[src/rtl/fetch_cycle.sv]
// IF stage: owns PCF, issues one outstanding fetch at a time on a valid/ready
// instruction-memory port and drives the IF/ID register feeding decode.
module fetch_cycle #(
    parameter logic [31:0] RESET_PC  = 32'h0000_0000,
    parameter logic [31:0] NOP_INSTR = 32'h0000_0013
) (
    input  logic        clk,
    input  logic        rst,
    input  logic        PCSrcE,
    input  logic [31:0] PCTargetE,
    input  logic        StallD,
    input  logic        FlushD,
    output logic        imem_req_valid,
    input  logic        imem_req_ready,
    output logic [31:0] imem_addr,
    input  logic        imem_rsp_valid,
    input  logic [31:0] imem_rsp_data,
    output logic [31:0] InstrD,
    output logic [31:0] PCD,
    output logic [31:0] PCPlus4D,
    output logic        ValidD
);

    // Handshake: a request transfers on any rising edge where imem_req_valid and
    // imem_req_ready are both high; exactly one imem_rsp_valid pulse answers it later.

    typedef enum logic [1:0] {
        S_REQ  = 2'd0,
        S_WAIT = 2'd1,
        S_HOLD = 2'd2
    } state_t;

    state_t      state_q;
    logic [31:0] pcf_q;
    logic        kill_q;
    logic [31:0] hold_data_q;
    logic [31:0] hold_pc_q;
    logic [31:0] instr_d_q;
    logic [31:0] pc_d_q;
    logic [31:0] pc_plus4_d_q;
    logic        valid_d_q;

    logic        req_fire;
    logic [31:0] target_aligned;
    logic [31:0] pcf_plus4;
    logic        deliver_en;
    logic [31:0] deliver_data;
    logic [31:0] deliver_pc;

    assign imem_req_valid = (state_q == S_REQ) && !rst;
    assign imem_addr      = pcf_q;
    assign req_fire       = imem_req_valid && imem_req_ready;
    assign target_aligned = {PCTargetE[31:2], 2'b00};
    assign pcf_plus4      = pcf_q + 32'd4;

    // A redirect or a decode stall always blocks delivery; a killed response never delivers.
    always_comb begin
        deliver_en   = 1'b0;
        deliver_data = imem_rsp_data;
        deliver_pc   = pcf_q;
        if (state_q == S_HOLD) begin
            deliver_data = hold_data_q;
            deliver_pc   = hold_pc_q;
            deliver_en   = !PCSrcE && !StallD;
        end else if (state_q == S_WAIT) begin
            deliver_en   = !PCSrcE && !StallD && imem_rsp_valid && !kill_q;
        end
    end

    always_ff @(posedge clk) begin
        if (rst) begin
            state_q      <= S_REQ;
            pcf_q        <= RESET_PC;
            kill_q       <= 1'b0;
            hold_data_q  <= 32'd0;
            hold_pc_q    <= 32'd0;
            instr_d_q    <= NOP_INSTR;
            pc_d_q       <= 32'd0;
            pc_plus4_d_q <= 32'd0;
            valid_d_q    <= 1'b0;
        end else begin
            // IF/ID: flush bubbles, stall holds, otherwise deliver or bubble.
            if (FlushD || !StallD) begin
                if (!FlushD && deliver_en) begin
                    instr_d_q    <= deliver_data;
                    pc_d_q       <= deliver_pc;
                    pc_plus4_d_q <= deliver_pc + 32'd4;
                    valid_d_q    <= 1'b1;
                end else begin
                    instr_d_q    <= NOP_INSTR;
                    valid_d_q    <= 1'b0;
                end
            end

            case (state_q)
                S_REQ: begin
                    if (PCSrcE) begin
                        pcf_q <= target_aligned;
                    end
                    if (req_fire) begin
                        state_q <= S_WAIT;
                        kill_q  <= PCSrcE;
                    end
                end
                S_WAIT: begin
                    if (PCSrcE) begin
                        pcf_q <= target_aligned;
                        if (imem_rsp_valid) begin
                            state_q <= S_REQ;
                            kill_q  <= 1'b0;
                        end else begin
                            kill_q  <= 1'b1;
                        end
                    end else if (imem_rsp_valid) begin
                        if (kill_q) begin
                            kill_q  <= 1'b0;
                            state_q <= S_REQ;
                        end else if (!StallD) begin
                            pcf_q   <= pcf_plus4;
                            state_q <= S_REQ;
                        end else begin
                            hold_data_q <= imem_rsp_data;
                            hold_pc_q   <= pcf_q;
                            state_q     <= S_HOLD;
                        end
                    end
                end
                S_HOLD: begin
                    if (PCSrcE) begin
                        pcf_q   <= target_aligned;
                        state_q <= S_REQ;
                    end else if (!StallD) begin
                        pcf_q   <= pcf_plus4;
                        state_q <= S_REQ;
                    end
                end
                default: begin
                    state_q <= S_REQ;
                    kill_q  <= 1'b0;
                end
            endcase
        end
    end

    assign InstrD   = instr_d_q;
    assign PCD      = pc_d_q;
    assign PCPlus4D = pc_plus4_d_q;
    assign ValidD   = valid_d_q;

endmodule

[config.mk]
export PLATFORM = sky130hd
export DESIGN_NAME = fetch_cycle
export DESIGN_NICKNAME = d
export VERILOG_FILES = /design/src/rtl/fetch_cycle.sv
export SDC_FILE = /design/constraint.sdc
export NUM_CORES = 1
export LEC_CHECK = 0
export BUFFER_PORTS_ARGS = -buffer_cell sky130_fd_sc_hd__buf_2
export CAP_MARGIN = 40
export CORE_MARGIN = 10
export CORE_UTILIZATION = 36
export DETAILED_ROUTE_END_ITERATION = 6
export REMOVE_ABC_BUFFERS = 1
export SYNTH_ARGS = -nofsm -noshare
export SYNTH_HDL_FRONTEND = slang
export SYNTH_SLANG_ARGS = --single-unit
[constraint.sdc]
create_clock -name clk -period 4.7 [get_ports clk]
set_input_delay 0.47 -clock clk [delete_from_list [all_inputs] [get_ports clk]]
set_output_delay 0.47 -clock clk [all_outputs]
set_load 0.01 [all_outputs]
==> out/metrics.csv, run 1 <==
stage,metric,value,unit
power_and_ir_drop,p_int,2745,uW
cts,cts_tree,yes,
worst_setup_path,critPathBufInv,2,
synth,synth-seq-cells,188,
sta,fmax,296.3,MHz
cts,htreeDepth,4,
routing,wl_met1,13540,um
cts,path_clk_slew,0.07,ns
power_and_ir_drop,sequentialPowerShare,45.5,%
finish,fin_cells,1628,
worst_setup_path,critical_path.max_fanout,46,
synth,yosysWarnings,0,
synth,synth_edf_count,0,
synth,avgSynthCellArea,7.937,um^2
routing,top_layer_used,met4,
sta,hold_ws,0.2812,ns
grt,track_usage,17.87,%
routing,drtPass1Iterations,5,
sta,setup_viol,0,
worst_setup_path,path_class,reg -> reg,
synth,yosysTopAreaCell,dfxtp_1,
grt,grt_pass1_wl,45930,um
worst_setup_path,crit_slowest_cell,ha_4,
power_and_ir_drop,powerDensity,350.2,nW/um^2
sta,max_slew_margin,55.08,%
finish,drive_gt1_share,21.13,%
synth,synthDistinctLibCells,72,
worst_setup_path,crit_path_end_kind,flop,
floorplan,die_height,179.4,um
routing,dr_wl_met3,1540,um
placed_design,place_area,10390,um^2
power_and_ir_drop,p_comb_share,15.0,%
finish,postLayoutCellArea,11000,um^2
sta,min_period_over_period,71.80,%
synth,synth_async_sr_flop_share,0,%
floorplan,die_x,179.4,um
floorplan,initial_core_util,36.42,%
placed_design,dp_cells,1596,
outcome,status,finished clean,
hold_path,hold_path.class,in -> reg,
routing,wl_per_cell,18.26,um
routing,viasPerCell,5.384,
routing,vias,8765,
finish,nFillCells,2613,
sta,finalSetupTns,0,ns
cts,cts_resized,0,
worst_setup_path,startpoint_type,flop,
sta,grt_setup_unrepaired,false,
synth,yosys_most_used_dff,dfxtp_1,
cts,cts_hold_buf,0,
cts,cts.path.max_buffers,2,
synth,synthTopCellsByArea,"dfxtp_1, nand2_1, a21oi_1",
sta,drv_slew,0,
synth,ys_seq_area_share,41.16,%
finish,synthToLayoutAreaGrowth,20.35,%
worst_setup_path,critPathArrivalTime,3.69,ns
job,drv_cap,0,
routing,drtAntennaViolNets,0,
grt,grt_overflow_total,0,
power_and_ir_drop,swShare,28.78,%
synth,synth_area,9144,um^2
routing,drt-total-wl,29730,um
placed_design,io_buffers,192,
sta,finalHoldViolations,0,
worst_setup_path,worst_path_most_repeated_cell,inv_1,
finish,nNetsFinal,1363,
synth,yosysTopAreaCellShare,41.16,%
sta,finalCriticalPeriod,3.375,ns
grt,grt_start_max_net_pins,130,
power_and_ir_drop,power_switching,1109,uW
floorplan,rows,58,
floorplan,io-pin-count,201,
placed_design,dp_hpwl,20600,um
floorplan,core_area,25110,um^2
routing,route.met2.wl,14140,um
cts,cts_root_buffer,clkbuf_16,
cts,numCtsBuffers,17,
cts,numClockSinks,188,
sta,clock_skew,0.01118,ns
worst_setup_path,cp_data_required_time,5.01,ns
power_and_ir_drop,p_leak,0.004076,uW
worst_setup_path,crit_chain,inv_1 > ha_4 > mux2_2 > ha_1 > inv_1 > a211o_1 > nor4b_2 > a2111oi_0 > a311o_1,
routing,drc,0,
routing,drtIter0Drc,608,
worst_setup_path,crit_family,compound AO/OA/AOI/OAI gates,
synth,yosysMostFrequentCell,nand2_1,
power_and_ir_drop,peakVddDrop,0.0002242,V
grt,grt_pass1_vias,8217,
cts,postCtsSetupBuffers,0,
placed_design,gp_congestion,0.8621,
floorplan,fp.dieArea,32170,um^2
cts,clock_insertion_delay_worst_skew,0.43,ns
synth,synthCells,1152,
worst_setup_path,slowest_delay,0.61,ns
synth,synth_common_cells,"nand2_1, dfxtp_1, a21oi_1, nor2_1, clkbuf_1",
sta,worst_slew_pin_slew,0.6738,ns
power_and_ir_drop,p_clk_share,39.6,%
grt,antenna_found_initial,0,
power by group through the flow:
stage	registers, uW	clock network, uW	logic (uW)
floorplan	1780	0	312
global placement	1780	0	558
detailed placement	1790	0	576
CTS	1750	1570	579
global route	1760	1630	640
finish	1750	1520	577
per-stage QoR:
step | utilization, % | worst slack, ns | total power (uW)
4_1_cts | 43.82 | 1.335 | 3894
2_1_floorplan | - | -3.000 | 2093
3_5_place_dp | 41.37 | 1.360 | 2363
5_1_grt | 43.82 | 1.044 | 4032
6_report | 43.83 | 1.325 | 3854
3_3_place_gp | 41.02 | 1.379 | 2342
worst paths after layout:
| path | from | end | slack (ns) | depth (start not counted) |
|---|---|---|---|---|
| setup / recovery | state_q[0]$_SDFFE_PP0P_ | PCPlus4D[22]$_SDFFE_PP0P_ | 1.33 | 9 |
| hold reg to reg | PCPlus4D[10]$_SDFFE_PP0P_ | PCPlus4D[10]$_SDFFE_PP0P_ | 0.45 | 2 |
| setup reg to reg | state_q[0]$_SDFFE_PP0P_ | PCPlus4D[22]$_SDFFE_PP0P_ | 1.33 | 9 |
| hold / removal | imem_rsp_data[16] | hold_data_q[16]$_SDFFE_PP0P_ | 0.28 | 3 |
routing by layer:
| layer | track usage [%] | vias to the layer above |
|---|---|---|
| li1 | - | 4359 |
| met1 | 23.49 | 4156 |
| met2 | 28.98 | 220 |
| met3 | 3.541 | 30 |
| met4 | 5.535 | 0 |
| met5 | 0 | - |
area by class of cell:
type / instances / area, um^2 / area share, %
Timing Repair Buffer: 214 / 1217 / 11.06
Tap cell: 330 / 412.9 / 3.752
Clock inverter: 11 / 156.4 / 1.421
Inverter: 12 / 45.04 / 0.4093
Clock buffer: 20 / 456.7 / 4.150
Antenna cell: 1 / 2.502 / 0.02274
Multi-Input combinational cell: 852 / 4950 / 44.98
Sequential cell: 188 / 3764 / 34.20
worst register-to-register path: cells and delay by family (launching register included):
| family | cells | cell delay [ns] |
|---|---|---|
| AO/OA/AOI/OAI | 3 | 1.01 |
| adder cells (fa/ha/maj) | 2 | 0.84 |
| buffers and inverters | 2 | 0.21 |
| flip-flops | 1 | 0.34 |
| multiplexers | 1 | 0.30 |
| AND/OR/NAND/NOR | 1 | 0.55 |
state kept, by name, indices dropped and copies added, names as in the netlist:
| signal | count |
|---|---|
| InstrD | 32 |
| state_q | 2 |
| imem_addr | 30 |
| hold_pc_q | 30 |
| PCPlus4D | 30 |
| kill_q | 1 |
| hold_data_q | 32 |
| ValidD | 1 |
| PCD | 30 |
cells by family after synthesis:
family | count (synthesis) | share of synthesized area, %
AO/OA/AOI/OAI | 304 | 20.91
XOR/XNOR | 8 | 0.7663
adder cells (fa/ha/maj) | 7 | 0.9578
buffers and inverters | 117 | 5.487
flip-flops | 188 | 41.16
multiplexers | 66 | 7.321
other | 1 | 0.04101
AND/OR/NAND/NOR | 461 | 23.36
layout by cell type, fill, tap and decap left out, types with 6 or more instances in the layout:
cell and instances:
buf_2 191, nand2_1 189, dfxtp_1 188, a21oi_1 140
nor2_1 119, mux2i_1 59, nand3_1 54, a211oi_1 39
o21ai_0 38, nor3_1 25, clkbuf_16 17, buf_4 16
o31ai_1 11, inv_1 11, nand4_1 11, or4_1 8
o311ai_0 8, o41ai_1 7, a31oi_1 7, xnor2_1 7
mux2_2 7, a21o_1 7, o22ai_1 7, and3_1 6
nand2b_1 6, nand3b_1 6, ha_1 6, conb_1 6
Power figures use the tool's default switching activity.
==> run 2, diff against run 1 <==
==> constraint.sdc (replaced) <==
create_clock -name clk -period 3.4 [get_ports clk]
set_input_delay 0.34 -clock clk [delete_from_list [all_inputs] [get_ports clk]]
set_output_delay 0.34 -clock clk [all_outputs]
set_load 0.01 [all_outputs]
==> out/metrics.csv, run 2 (same netlist as run 1, synthesis figures left out) <==
stage,metric,value,unit
sta,grt_setup_unrepaired,false,
finish,synthToLayoutAreaGrowth,20.61,%
finish,nNetsFinal,1373,
power_and_ir_drop,p_comb_share,15.3,%
routing,wl_per_cell,18.06,um
sta,fmax,335.3,MHz
placed_design,io_buffers,192,
cts,cts.path.max_buffers,2,
cts,numCtsBuffers,17,
cts,clock_insertion_delay_worst_skew,0.43,ns
grt,grt_start_max_net_pins,80,
cts,cts_tree,yes,
power_and_ir_drop,p_leak,0.004100,uW
outcome,status,finished clean,
worst_setup_path,crit_family,simple AND/OR/NAND/NOR gates,
worst_setup_path,worst-path-stages,9,
worst_setup_path,critPathBufInv,3,
finish,layout_common_cells,"buf_2, nand2_1, dfxtp_1",
finish,postLayoutCellArea,11030,um^2
finish,layout_commonest_cell,buf_2,
power_and_ir_drop,p_int,3697,uW
cts,cts_hold_buf,0,
worst_setup_path,path_class,reg -> reg,
grt,grt_pass1_wl,45710,um
power_and_ir_drop,power_switching,1522,uW
sta,worst_slew_pin_slew,0.8933,ns
worst_setup_path,critPathArrivalTime,3.31,ns
routing,drtPass1Iterations,5,
routing,viasPerCell,5.342,
power_and_ir_drop,sequentialPowerShare,46.4,%
routing,vias,8745,
cts,numClockSinks,188,
worst_setup_path,crit_end,PCPlus4D[31]$_SDFFE_PP0P_,
worst_setup_path,critical_path.max_fanout,48,
sta,drv_slew,0,
placed_design,dp_hpwl,20940,um
worst_setup_path,slowest_delay,0.47,ns
floorplan,core_area,25110,um^2
finish,fin_cells,1637,
worst_setup_path,worstRegToRegCells,9,
power_and_ir_drop,powerDensity,473.2,nW/um^2
cts,path_clk_slew,0.08,ns
sta,timing.final.ws_setup,0.4178,ns
floorplan,die_x,179.4,um
floorplan,fp.dieArea,32170,um^2
placed_design,place_area,10450,um^2
job,drv_cap,0,
finish,drive_gt1_share,21.73,%
floorplan,rows,58,
sta,min_period_over_period,87.71,%
grt,track_usage,17.73,%
worst_setup_path,crit_path_end_kind,flop,
sta,clock_skew,0.01187,ns
cts,cts_resized,0,
sta,finalHoldViolations,0,
finish,nFillCells,2592,
floorplan,io-pin-count,201,
sta,setup_viol,0,
worst_setup_path,reg2reg_from,state_q[0]$_SDFFE_PP0P_,
worst_setup_path,cp_data_required_time,3.72,ns
worst_setup_path,crit_slowest_cell,or4_1,
grt,grt_pass1_vias,8137,
routing,drtIter0Drc,644,
worst_setup_path,startpoint_type,flop,
routing,drc,0,
routing,drt-total-wl,29570,um
routing,drtAntennaViolNets,0,
grt,grt_overflow_total,0,
power_and_ir_drop,p_clk_share,38.3,%
power_and_ir_drop,peakVddDrop,0.0003433,V
floorplan,initial_core_util,36.42,%
worst_setup_path,cp-startpoint,state_q[0]$_SDFFE_PP0P_,
power_and_ir_drop,swShare,29.16,%
worst_setup_path,reg2reg_to,PCPlus4D[31]$_SDFFE_PP0P_,
worst_setup_path,crit_chain,inv_1 > ha_4 > buf_12 > nand3_1 > a22oi_4 > nand4_1 > buf_4 > or4_1 > a32o_1,
finish,n_antenna_cell,0,
sta,max_slew_margin,40.45,%
cts,postCtsSetupBuffers,0,
power_and_ir_drop,total_power,5218,uW
cts,cts_root_buffer,clkbuf_16,
hold_path,hold_path.class,in -> reg,
placed_design,dp_slack,0.4205,ns
floorplan,die_height,179.4,um
grt,antenna_found_initial,1,
placed_design,dp_cells,1606,
sta,finalCriticalPeriod,2.982,ns
placed_design,gp_congestion,0.8835,
cts,htreeDepth,4,
worst_setup_path,reg2reg_slack,0.42,ns
[run 2: changes by cell type in the layout (fill, tap and decap cells not counted)]
cell / change
buf_8: -1
buf_16: -1
buf_12: +1
bufinv_16: -1
buf_4: +11
diode_2: -1
clkinv_2: +2
clkbuf_8: -1
[run 2: final cells by class]
class	instances	area, um^2	area share [%]
multi-input combinational	852	4950	44.88
sequential	188	3764	34.13
timing repair buffer	224	1277	11.58
clock buffer	19	442.9	4.016
tap	330	412.9	3.744
clock inverter	12	136.4	1.237
inverter	12	45.04	0.4084
[run 2: power by group through the flow]
stage                     sequential, uW  combinational (uW)  clock [uW]
after detailed placement            2470                 796           0
final                               2420                 797        2000
after global routing                2440                 883        2140
after CTS                           2420                 800        2060
after floorplan                     2460                 431           0
after global placement              2470                 789           0
[run 2: through the flow]
step                util (%)  hold WS (ns)  TNS, ns
finish                 43.92        0.1554        0
global route           43.92        0.1438        0
CTS                    43.92        0.1352        0
detailed placement     41.61        0.4459        0
global placement       41.50        0.4379        0
floorplan                  -        0.4091  -295.39
[run 2: tightest hold or removal path, stage by stage]
cell,delay (ns)
buf_2,0.10
nand2_1,0.05
a21oi_1,0.05
[run 2: worst min-delay path by stage]
stage,start,end,slack [ns],depth (start not counted)
finish,imem_rsp_data[17],hold_data_q[17]$_SDFFE_PP0P_,0.16,3
global route,imem_rsp_data[9],hold_data_q[9]$_SDFFE_PP0P_,0.14,3
CTS,imem_rsp_data[17],hold_data_q[17]$_SDFFE_PP0P_,0.14,3
detailed placement,PCPlus4D[4]$_SDFFE_PP0P_,PCPlus4D[4]$_SDFFE_PP0P_,0.45,2
global placement,PCPlus4D[9]$_SDFFE_PP0P_,PCPlus4D[9]$_SDFFE_PP0P_,0.44,2
floorplan,rst,PCD[3]$_SDFFE_PP0P_,0.41,1
[run 2: metal layers]
layer	vias to the layer above	share of wire [%]	GRT usage (%)
met5	-	0.044	0
met4	2	2.4	6.389
met3	36	5.1	3.814
met2	218	47	28.06
met1	4117	45	23.36
li1	4372	-	-
